<file path="config.mk">
export PLATFORM = sky130hd
export DESIGN_NAME = dc_block_mc
export DESIGN_NICKNAME = d
export VERILOG_FILES = /design/src/rtl/dc_block_mc.sv
export SDC_FILE = /design/constraint.sdc
export NUM_CORES = 1
export LEC_CHECK = 0
export CAP_MARGIN = 30
export CORE_MARGIN = 2
export CORE_UTILIZATION = 65
export CTS_BUF_LIST = sky130_fd_sc_hd__clkbuf_4
export CTS_CLUSTER_SIZE = 28
export DETAILED_ROUTE_END_ITERATION = 10
export MAX_ROUTING_LAYER = met4
export PLACE_DENSITY = 0.88
export SLEW_MARGIN = 5
export SYNTH_ARGS = -nofsm -noshare
export SYNTH_HDL_FRONTEND = slang
export SYNTH_SLANG_ARGS = --single-unit
</file>
<file path="constraint.sdc">
create_clock -name clk -period 18.4 [get_ports clk]
set_input_delay 3.68 -clock clk [delete_from_list [all_inputs] [get_ports clk]]
set_output_delay 3.68 -clock clk [all_outputs]
set_load 0.005 [all_outputs]
</file>
<file path="src/rtl/dc_block_mc.sv">
// Multi-channel DC blocker: y[k] = (x[k] - x[k-1]) + (1 - 2^-shift) * y[k-1].
// One shared datapath processes one channel per clock. Each y state keeps G guard bits.
module dc_block_mc #(
  parameter int W     = 16,
  parameter int N_CH  = 4,
  parameter int G     = 8,
  parameter int SHIFT = 8
) (
  input  logic            clk,
  input  logic            rst_n,
  input  logic [N_CH*W-1:0] sample_in,
  input  logic            in_valid,
  output logic            in_ready,
  input  logic [3:0]      shift,
  input  logic            bypass,
  output logic [N_CH*W-1:0] sample_out,
  output logic            out_valid,
  output logic            overrun
);

  localparam int YW = W + G;
  localparam int AW = W + G + 2;
  localparam int SW = $clog2(YW);
  localparam int CW = (N_CH > 1) ? $clog2(N_CH) : 1;

  localparam logic signed [AW-1:0] ACC_MAX = {{(AW-YW+1){1'b0}}, {(YW-1){1'b1}}};
  localparam logic signed [AW-1:0] ACC_MIN = {{(AW-YW+1){1'b1}}, {(YW-1){1'b0}}};

  typedef enum logic [1:0] {IDLE, RUN, DONE} state_t;

  // Handshake: a frame transfers on a clk edge where in_valid & in_ready are both high.
  // in_ready is high only in IDLE; there is no backpressure on the output side.
  state_t                 state;
  logic [CW-1:0]          ch;
  logic [N_CH*W-1:0]      x_q;
  logic [SW-1:0]          shift_q;
  logic                   bypass_q;
  logic signed [W-1:0]    x1 [N_CH];
  logic signed [YW-1:0]   y  [N_CH];

  logic [SW-1:0]          shift_clamped;
  logic signed [W-1:0]    x_cur;
  logic signed [W-1:0]    x1_cur;
  logic signed [YW-1:0]   y_cur;
  logic signed [W:0]      d;
  logic signed [AW-1:0]   acc;
  logic signed [YW-1:0]   y_next;

  assign in_ready = ~rst_n | (state == IDLE);

  always_comb begin
    shift_clamped = SW'(shift);
    if (shift == 4'd0)
      shift_clamped = SW'(1);
    else if (int'(shift) > YW - 1)
      shift_clamped = SW'(YW - 1);
  end

  // The accumulator is two bits wider than y so the sum can never wrap before saturation.
  always_comb begin
    x_cur  = x_q[ch*W +: W];
    x1_cur = x1[ch];
    y_cur  = y[ch];
    d      = (W+1)'(x_cur) - (W+1)'(x1_cur);
    acc    = (AW'(d) <<< G) + AW'(y_cur) - AW'(y_cur >>> shift_q);
    if (acc > ACC_MAX)
      y_next = ACC_MAX[YW-1:0];
    else if (acc < ACC_MIN)
      y_next = ACC_MIN[YW-1:0];
    else
      y_next = acc[YW-1:0];
  end

  always_ff @(posedge clk) begin
    if (!rst_n) begin
      state      <= IDLE;
      ch         <= '0;
      x_q        <= '0;
      shift_q    <= SW'(SHIFT);
      bypass_q   <= 1'b0;
      sample_out <= '0;
      out_valid  <= 1'b0;
      overrun    <= 1'b0;
      for (int c = 0; c < N_CH; c++) begin
        x1[c] <= '0;
        y[c]  <= '0;
      end
    end else begin
      out_valid <= 1'b0;
      if (in_valid && state != IDLE)
        overrun <= 1'b1;
      case (state)
        IDLE: begin
          if (in_valid) begin
            x_q      <= sample_in;
            shift_q  <= shift_clamped;
            bypass_q <= bypass;
            ch       <= '0;
            state    <= RUN;
          end
        end
        RUN: begin
          x1[ch] <= x_cur;
          // Bypass zeroes y so leaving bypass restarts from the held x1 without a transient.
          if (bypass_q) begin
            y[ch]                  <= '0;
            sample_out[ch*W +: W]  <= x_cur;
          end else begin
            y[ch]                  <= y_next;
            sample_out[ch*W +: W]  <= y_next[G +: W];
          end
          if (ch == CW'(N_CH - 1)) begin
            state     <= DONE;
            out_valid <= 1'b1;
          end else begin
            ch <= ch + 1'b1;
          end
        end
        DONE:    state <= IDLE;
        default: state <= IDLE;
      endcase
    end
  end

endmodule

</file>
==> summary.md, run 1 <==
| Metric | Value |
|---|---|
| Status | finished clean |
| Layer with the highest usage | met2 |
| Hold_buf cts | 0 |
| Largest net degree at the start of global routing | 69 |
| GPL Wtd Cong | 0.985 |
| Final Setup Violations | 0 |
| Unrepaired setup endpoints after global routing | false |
| CP endpoint kind | output pin |
| Final slew viol count | 0 |
| Worst-path clk slew | 0.06 ns |
| Critical path's slowest cell | clkdlybuf4s50_1 |
| Achievable Freq | 114 MHz |
| Area occupied by multi-input gates | 7780 um^2 |
| Rows | 57 |
| Mapped cell area | 16100 um^2 |
| CTS Sinks | 301 |
| CTS tree | done |
| GR Util met2 | 0.621 |
| Tcrit/Tclk final | 0.475 |
| Final wirelength | 48200 um |
| Layout cells sized above 1 | 0.139 |
| HP Class | flop to flop |
| Clk Latency, worst-skew pair | 0.69 ns |
| Pwr dens | 162 nW/um^2 |
| First-pass detailed-route iteration total | 7 |
| Met1 GRT Util | 0.460 |
| Max incr delay on CP | 0.52 ns |
| ANT nets after route | 0 |
| CP max FO | 67 |
| Avg Vias per Cell | 6.31 |
| Area contributors post-synth | edfxtp_1 (30%), dfxtp_1 (18%), nand2_1 (6.7%) |
| Post CTS Setup Buffer Count | 0 |
| I/O pins | 139 |
| Dpl hpwl | 34000 um |
| H-tree Lvls | 3 |
| Vias in the first global route | 13500 |
| Max_cap viols | 0 |
| Ys Warns | 0 |
| Port bufs | 138 |
| Initial Util | 0.663 |
| Post-synth top flop | edfxtp_1 |
| Worst path cell trace | buf_2 -> buf_4 -> o21ai_0 -> clkdlybuf4s50_1 |
| Most area-hungry cell type in the Yosys netlist | edfxtp_1 |
| Static leakage | 7.39 nW |
| Die X-Extent | 162 um |
| Clock Path Buffers | 3 |
| Net count after synthesis | 1767 |
| Core region area | 24300 um^2 |
| Gates resized, CTS repair | 0 |
| Yosys top cell area share | 0.298 |
| Yosys reg bits | 301 |
| Peak supply drop | 0.211 mV |
| Seq/Total Area, Yosys | 0.473 |
| TritonCTS Buffers | 78 |
| Routed vias | 13600 |
| Ys async rst share | 0 |
| Skew final | 0.0337 ns |
| Synth Instances | 1626 |
| Root Buffer | clkbuf_4 |
| Total Power | 0.00305 W |
| Gr usage total | 0.386 |
| Post-route minimum period | 8.74 ns |
| CP startpoint kind | primary input |
| Number of enable flip-flop cells after synthesis | 160 |
| Final Hold Viols | 0 |
| Req. time, crit path | 14.72 ns |
| Area Overhead vs Synth | 16.8% |
| Global-route wire length before repair | 74500 um |
| Average size of a mapped cell | 9.92 um^2 |
| Fin nets | 1921 |
| Met3 usage | 0.0935 |
| Slew HR | 0.312 |
| Initial antenna violation count | 1 |
| WL/cell | 22.3 um |
| Count of cell types in the netlist | 75 |
| Die ar. | 26100 um^2 |
| Worst path bufs/invs | 3 |
| Fillers | 1546 |
| Register area | 7630 um^2 |
| Chip height | 162 um |
| Worst-margin pin slew | 1.03 ns |
| Family with the most delay on the worst path | buffers and inverters |
| Crit Path Class | primary input to output pin |
| Initial DRC Count | 1984 |
| DRC | 0 |
| Fin Setup TNS | 0 ns |
| WP data arrival | 5.06 ns |
| GRT overflow | 0 |
-- kinds of logic after synthesis --
logic type	count (synthesis)	synth area share
buffers and inverters	184	0.0448
and+or+nand+nor	587	0.152
xor gates and xnor gates	38	0.0211
DFF	301	0.473
AOI/OAI and AO/OA	333	0.141
adders and majority gates	69	0.0615
muxes	114	0.107
-- power by group --
group          total, W  switching [W]  internal (W)
Clock          0.000595       0.000272      0.000323
Combinational   0.00167        0.00117      0.000502
Sequential     0.000787      0.0000221      0.000765
Total           0.00305        0.00146       0.00159
-- cell type report --
type                       instances  share of cell area
multi-input combinational       1141               0.413
sequential                       301               0.405
timing repair buffer             165              0.0868
clock buffer                     119              0.0475
tap                              324              0.0215
inverter                          93              0.0185
clock inverter                    17             0.00691
antenna                            2            0.000266
-- flip-flops by register name (all words and copies together), names as in the netlist, named ones only --
signal,cells
shift_q,4
overrun,1
x1,64
bypass_q,1
state,2
sample_out,64
x_q,64
out_valid,1
y,96
ch,2
-- worst register-to-register path, stage by stage (launching register included) --
cell and delay [ns]:
dfxtp_1 0.96, buf_4 0.50, mux4_2 0.29, ha_1 0.17, inv_1 0.06, fa_1 0.41
a21o_1 0.18, a21oi_1 0.23, o21ai_0 0.12, a21oi_1 0.24, o21bai_1 0.14, a41o_1 0.29
o41a_1 0.39, a21o_1 0.21, a21oi_1 0.17, xnor2_1 0.15, fa_1 0.44, ha_1 0.38
a21oi_1 0.30, a21oi_1 0.12, o21a_1 0.19, o22ai_1 0.53, o21ai_2 0.23, buf_8 0.23
a21oi_1 0.75, nor2_1 0.17
-- routing by layer --
metal,vias to the layer above,wire length (um),part of all wire
met1,6468,17100,0.36
met3,197,4880,0.10
li1,6077,-,-
met4,0,2670,0.055
met5,-,0,0
met2,892,23500,0.49
-- cells in the final DEF, fill, tap and decap left out, types with 4 or more instances in the layout --
| cell type | synthesis | layout |
|---|---|---|
| a31o_2 | 4 | 4 |
| a22o_1 | 6 | 6 |
| and2_1 | 16 | 15 |
| clkdlybuf4s50_1 | 0 | 137 |
| nor2_1 | 191 | 191 |
| clkinv_2 | 0 | 4 |
| nand2_1 | 287 | 286 |
| clkinv_1 | 1 | 10 |
| a21oi_1 | 62 | 62 |
| nand3_1 | 21 | 21 |
| buf_4 | 1 | 23 |
| nand4_1 | 8 | 8 |
| o221ai_1 | 18 | 18 |
| a21boi_0 | 72 | 72 |
| clkbuf_4 | 0 | 119 |
| o21a_1 | 10 | 10 |
| xor2_1 | 14 | 14 |
| and3_1 | 18 | 18 |
| dfxtp_1 | 141 | 139 |
| edfxtp_1 | 160 | 160 |
| o21ai_1 | 13 | 13 |
| inv_1 | 92 | 92 |
| mux2_2 | 28 | 28 |
| mux2i_1 | 41 | 41 |
| ha_1 | 52 | 52 |
| fa_1 | 17 | 17 |
| nor3_1 | 12 | 12 |
| a222oi_1 | 4 | 4 |
| o31ai_1 | 6 | 6 |
| nand2b_1 | 6 | 6 |
| a22oi_1 | 11 | 11 |
| o21ai_0 | 72 | 72 |
| mux4_2 | 44 | 44 |
| xnor2_1 | 23 | 23 |
| a21o_1 | 13 | 13 |
| nor2b_1 | 15 | 15 |
-- cells in the mapped netlist (10+ instances only) --
cell type  instances
o21ai_0           72
a21boi_0          72
mux2_2            28
a22oi_1           11
and3_1            18
dfxtp_1          141
nand2_1          287
o221ai_1          18
nor3_1            12
and2_1            16
mux4_2            44
inv_1             92
mux2i_1           41
edfxtp_1         160
a21o_1            13
o21a_1            10
o21ai_1           13
clkbuf_1          67
nor2b_1           15
nor2_1           191
fa_1              17
buf_1             16
xnor2_1           23
nand3_1           21
a21oi_1           62
ha_1              52
xor2_1            14
-- metrics by stage --
step	instances	hold WS, ns	setup WS [ns]	cell area, um^2	utilization
after global placement	2020	0.438	9.77	17700	0.728
after detailed placement	2024	0.447	9.75	17800	0.732
after floorplan	1626	0.440	10.11	16100	-
final	2162	0.458	9.66	18800	0.774
after CTS	2160	0.458	9.72	18800	0.774
after global routing	2161	0.485	9.61	18800	0.774
-- final timing paths --
path	start	endpoint	slack, ns	cells past startpoint
max reg2reg	flop	y[2][9]	10.26	25
min	sample_out[8]	sample_out[8]	0.46	2
min reg2reg	sample_out[8]	sample_out[8]	0.46	2
max	rst_n	in_ready	9.66	4
Note: power is estimated with default switching activity, not from simulation.
==> inputs of run 2 (changes only) <==
--- a/config.mk
+++ b/config.mk
@@ -7,12 +7,12 @@
 export LEC_CHECK = 0
 export CAP_MARGIN = 30
 export CORE_MARGIN = 2
-export CORE_UTILIZATION = 65
+export CORE_UTILIZATION = 55
 export CTS_BUF_LIST = sky130_fd_sc_hd__clkbuf_4
 export CTS_CLUSTER_SIZE = 28
 export DETAILED_ROUTE_END_ITERATION = 10
 export MAX_ROUTING_LAYER = met4
-export PLACE_DENSITY = 0.88
+export PLACE_DENSITY = 0.79
 export SLEW_MARGIN = 5
 export SYNTH_ARGS = -nofsm -noshare
 export SYNTH_HDL_FRONTEND = slang
==> constraint.sdc (replaced) <==
create_clock -name clk -period 7.05 [get_ports clk]
set_input_delay 1.41 -clock clk [delete_from_list [all_inputs] [get_ports clk]]
set_output_delay 1.41 -clock clk [all_outputs]
set_load 0.005 [all_outputs]
==> run 2 against run 1 <==
Effect of this change:
- worst setup slack worse by 9.3 ns
- cell count up 3.8%
- sequential share of layout area down 0.51 points
- critical path type is now flop to flop
- largest cell class unchanged
- largest power group unchanged
==> summary.md, run 2 (same netlist as run 1, synthesis figures left out) <==
| Metric | Value |
|---|---|
| Initial antenna violation count | 3 |
| CP startpoint kind | flop |
| Crit Path Class | flop to flop |
| Met3 WL | 4150 um |
| Hold_sp | sample_out[37] |
| Clk Latency, worst-skew pair | 0.74 ns |
| Reg-to-reg startpoint | ch[1] |
| First-pass detailed-route iteration total | 7 |
| Commonest non-fill, non-tap cell in the layout | nand2_1 |
| Final Hold Viols | 0 |
| GPL Wtd Cong | 0.937 |
| Dpl hpwl | 34900 um |
| Max_cap viols | 0 |
| Port bufs | 138 |
| Met1 Wirelength | 18800 um |
| Worst path bufs/invs | 3 |
| GRT overflow | 0 |
| Most frequent cells in the layout | nand2_1 (285), nor2_1 (191), edfxtp_1 (160) |
| Hold endpoint | sample_out[37] |
| Reg2Reg Depth | 26 |
| Worst-margin pin slew | 0.986 ns |
| Post-route minimum period | 6.69 ns |
| CP Depth | 26 |
| Family with the most delay on the worst path | compound AO/OA/AOI/OAI gates |
| Final slew viol count | 0 |
| Tcrit/Tclk final | 0.949 |
| Worst hold margin | 0.452 ns |
| Die ar. | 30700 um^2 |
| DR WL met2 | 22800 um |
| DR top layer | met4 |
| Vias in the first global route | 13300 |
| Status | finished clean |
| CP endpoint kind | flop |
| Avg Vias per Cell | 5.95 |
| Skew final | 0.0931 ns |
| Achievable Freq | 149 MHz |
| Max incr delay on CP | 0.47 ns |
| Final wirelength | 47700 um |
| Initial Util | 0.560 |
| Reg2reg setup slack | 0.36 ns |
| Most frequent CP cell | a21oi_1 |
| I/O pins | 139 |
| Fillers | 2248 |
| Critical path's slowest cell | o311ai_0 |
| Clock Path Buffers | 3 |
| H-tree Lvls | 3 |
| DRC | 0 |
| Largest register by flop count | y |
| Routed vias | 13400 |
| Worst reg2reg path endpoint | sample_out[39] |
| ANT nets after route | 0 |
| Slew HR | 0.340 |
| Layout cells sized above 1 | 0.152 |
| Fin Setup TNS | 0 ns |
| CP max FO | 15 |
| Worst-path clk slew | 0.06 ns |
| WL/cell | 21.3 um |
| Core region area | 28800 um^2 |
| Gr usage total | 0.320 |
| Largest net degree at the start of global routing | 86 |
| CTS tree | done |
| Peak supply drop | 0.486 mV |
| Max FFs per register | 96 |
| WP data arrival | 7.26 ns |
| Hold path cells | 2 |
| Global-route wire length before repair | 72800 um |
| Static leakage | 7.49 nW |
| Fin nets | 1949 |
| Hold_buf cts | 0 |
| Initial DRC Count | 1650 |
| CTS Sinks | 301 |
| TritonCTS Buffers | 78 |
| Area Overhead vs Synth | 18.2% |
| Req. time, crit path | 7.62 ns |
| Root Buffer | clkbuf_4 |
| Unrepaired setup endpoints after global routing | false |
| Final Setup Violations | 0 |
| Rows | 62 |
| Pwr dens | 435 nW/um^2 |
| Die X-Extent | 175 um |
| HP Class | flop to flop |
| Chip height | 175 um |
==> run 2: cell types whose count changed in the layout (fill, tap and decap cells not counted), moves of 2 or more <==
cell	before	now
buf_16	2	0
clkbuf_4	119	114
buf_4	23	52
clkinv_2	4	1
buf_8	2	0
==> run 2: cell type report <==
| type | count | area [um^2] | area share |
|---|---|---|---|
| Clock buffer | 114 | 856 | 0.0449 |
| Antenna cell | 3 | 7.51 | 0.000394 |
| Tap cell | 384 | 480 | 0.0252 |
| Inverter | 93 | 349 | 0.0183 |
| Multi-Input combinational cell | 1141 | 7810 | 0.410 |
| Sequential cell | 301 | 7630 | 0.400 |
| Timing Repair Buffer | 193 | 1800 | 0.0946 |
| Clock inverter | 16 | 131 | 0.00689 |
==> run 2: power breakdown <==
part / switching, W / total, W / internal, W
clock: 0.000707 / 0.00152 / 0.000812
sequential: 0.0000632 / 0.00206 / 0.00200
combinational: 0.00312 / 0.00470 / 0.00158
total: 0.00390 / 0.00828 / 0.00439
==> run 2: worst max-delay path by stage <==
| stage | from | to | slack, ns |
|---|---|---|---|
| finish | ch[1] | sample_out[39] | 0.36 |
| global route | ch[1] | sample_out[7] | 0.02 |
| CTS | ch[1] | y[1][12] | 0.34 |
| detailed placement | ch[1] | sample_out[8] | 0.45 |
| global placement | ch[1] | sample_out[8] | 0.51 |
| floorplan | ch[1] | y[2][4] | 0.001 |
==> run 2: stage by stage <==
step	instance area (um^2)	setup WS [ns]	utilization	std cells	total power, W
3_5_place_dp	18000	0.448	0.626	2109	0.00650
5_1_grt	19100	0.0200	0.662	2245	0.00868
3_3_place_gp	18000	0.514	0.626	2109	0.00645
6_report	19100	0.358	0.662	2245	0.00828
4_1_cts	19000	0.341	0.660	2239	0.00803
2_1_floorplan	16100	0.00104	-	1626	0.00487
==> run 2: worst min-delay path, cell delays in order (launching register included) <==
cell and delay (ns):
dfxtp_1 0.32, nand2_1 0.04, o21ai_0 0.05
==> run 2: what timing repair did <==
item | in CTS | in global routing
resized for setup | 0 | 7
setup endpoints to repair | 0 | 88
endpoints found under the hold margin | 0 | 0
setup buffers | 0 | 2
==> run 2: routing by layer <==
layer  vias up  GRT usage
met3       129     0.0590
met1      6433      0.399
li1       6135          -
met4         0      0.145
met2       661      0.509
met5         -          -
==> inputs of run 3 (changes only) <==
--- a/config.mk
+++ b/config.mk
@@ -6,7 +6,6 @@
 export NUM_CORES = 1
 export LEC_CHECK = 0
 export CAP_MARGIN = 30
-export CORE_MARGIN = 2
 export CORE_UTILIZATION = 55
 export CTS_BUF_LIST = sky130_fd_sc_hd__clkbuf_4
 export CTS_CLUSTER_SIZE = 28
==> run 3 against run 2 <==
Effect of this change:
- the run now ends with DRC left
- combinational power up 4%
- core utilization up 0.56 points
- worst setup slack better by 0.014 ns
- sequential share of layout area down 0.32 points
- clock-buffer cell count up 3
- fmax up 0.21%
- non-clock buffer count down 1
- via count up 1.2%
- clock power up 6%
- sequential cell count unchanged
- largest cell class unchanged
- highest routed layer unchanged
==> summary.md, run 3 (same netlist as run 1, synthesis figures left out) <==
| Metric | Value |
|---|---|
| WL/cell | 21.3 um |
| Chip height | 173 um |
| Rows | 62 |
| Clk Latency, worst-skew pair | 0.73 ns |
| Fillers | 2250 |
| Failing checks | DRC |
| Dpl hpwl | 34500 um |
| Worst hold margin | 0.446 ns |
| Post-route minimum period | 6.68 ns |
| Static leakage | 7.55 nW |
| Initial antenna violation count | 1 |
| Die ar. | 30000 um^2 |
| CP max FO | 13 |
| Worst-margin pin slew | 0.988 ns |
| Area Overhead vs Synth | 19.2% |
| Global-route wire length before repair | 73700 um |
| WP data arrival | 7.06 ns |
| Layout cells sized above 1 | 0.157 |
| Largest register by flop count | y |
| CTS Sinks | 301 |
| Status | complete, but fails checks |
| Post-layout util | 0.668 |
| GPL Wtd Cong | 1.01 |
| TritonCTS Buffers | 79 |
| I/O pins | 139 |
| Largest net degree at the start of global routing | 88 |
| Pwr dens | 445 nW/um^2 |
| Dpl cell area | 18000 um^2 |
| Max_cap viols | 0 |
| CP startpoint kind | flop |
| CP endpoint kind | flop |
| Root Buffer | clkbuf_4 |
| Clock Path Buffers | 3 |
| Vias in the first global route | 13500 |
| Register area | 7630 um^2 |
| Slew HR | 0.339 |
| Post-route cell area | 19200 um^2 |
| Skew final | 0.0759 ns |
| DRC | 2 |
| Die X-Extent | 173 um |
| Peak supply drop | 0.571 mV |
| Tcrit/Tclk final | 0.947 |
| Area occupied by multi-input gates | 7860 um^2 |
| First-pass detailed-route iteration total | 9 |
| HP Class | flop to flop |
| CTS tree | done |
| Final Setup Violations | 0 |
| Final Hold Viols | 0 |
| Req. time, crit path | 7.43 ns |
| ANT nets after route | 0 |
| Pre-CTS WS | 0.156 ns |
| Crit Path Class | flop to flop |
| H-tree Lvls | 3 |
| Port bufs | 138 |
| Fin nets | 1949 |
| Hold_buf cts | 0 |
| GRT overflow | 0 |
| Final slew viol count | 0 |
| Final wirelength | 47900 um |
| Core region area | 28800 um^2 |
| Routed vias | 13500 |
| Initial DRC Count | 1576 |
| Initial Util | 0.560 |
| Worst-path clk slew | 0.07 ns |
| Achievable Freq | 150 MHz |
| Most frequent cells in the layout | nand2_1 (285), nor2_1 (190), edfxtp_1 (160) |
| Avg Vias per Cell | 6.01 |
| Total Power | 0.00856 W |
| Max FFs per register | 96 |
| Commonest non-fill, non-tap cell in the layout | nand2_1 |
| Gr usage total | 0.332 |
| Worst Slack Setup Final | 0.372 ns |
[run 3: changes by cell type in the layout (fill, tap and decap cells not counted), sizes merged]
cell,before,now
clkinvlp,2,1
clkinv,11,15
diode,3,1
inv,94,96
bufinv,2,3
clkbuf,115,117
[run 3: worst paths after layout]
check                                    start        endpoint  slack (ns)  depth (start not counted)
worst max register to register           ch[1]         y[3][9]        0.37                         26
worst min register to register  sample_out[40]  sample_out[40]        0.45                          2
worst min-delay path            sample_out[40]  sample_out[40]        0.45                          2
worst max-delay path                     ch[1]         y[3][9]        0.37                         26
[run 3: where the power goes]
group          total, W  internal (W)  switching [W]
combinational   0.00489       0.00165        0.00324
sequential      0.00206       0.00200      0.0000637
clock           0.00161      0.000876       0.000732
total           0.00856       0.00452        0.00404
[run 3: final cells by class]
cell class / count / area share
antenna: 1 / 0.000130
clock buffer: 117 / 0.0457
clock inverter: 22 / 0.00963
inverter: 93 / 0.0184
multi-input combinational: 1141 / 0.409
sequential: 301 / 0.397
tap: 384 / 0.0250
timing repair buffer: 192 / 0.0956
[run 3: layer usage]
layer,vias to the layer above,share of wire,track usage
li1,6143,-,-
met1,6503,0.38,0.401
met2,716,0.47,0.522
met3,157,0.096,0.0732
met4,0,0.050,0.176
met5,-,0,-
[run 3: timing repair]
item                                    4_1_cts  5_1_grt
resized for setup                             0       19
endpoints found under the setup margin        0      135
buffers inserted                              0        5
[run 3: per-stage QoR]
stage	instances	TNS (ns)
2_1_floorplan	1626	0
6_report	2251	0
4_1_cts	2245	0
3_5_place_dp	2106	0
5_1_grt	2251	-0.00205
3_3_place_gp	2104	0
[run 3: worst max-delay path, stage by stage (launching register included)]
cell      delay, ns
dfxtp_4        0.46
mux2_2         0.36
o21ai_1        0.21
ha_1           0.20
inv_1          0.05
fa_1           0.40
a21o_1         0.19
a21oi_2        0.18
o21ai_0        0.12
a21oi_1        0.23
o21bai_1       0.12
a41o_1         0.27
o41a_1         0.36
a21o_1         0.20
a21oi_1        0.17
xnor2_1        0.18
fa_1           0.46
ha_1           0.38
a31o_2         0.27
a21oi_1        0.16
a31oi_2        0.19
xnor2_4        0.32
o21ai_4        0.12
buf_4          0.17
a21oi_1        0.26
buf_4          0.24
nor2_1         0.06
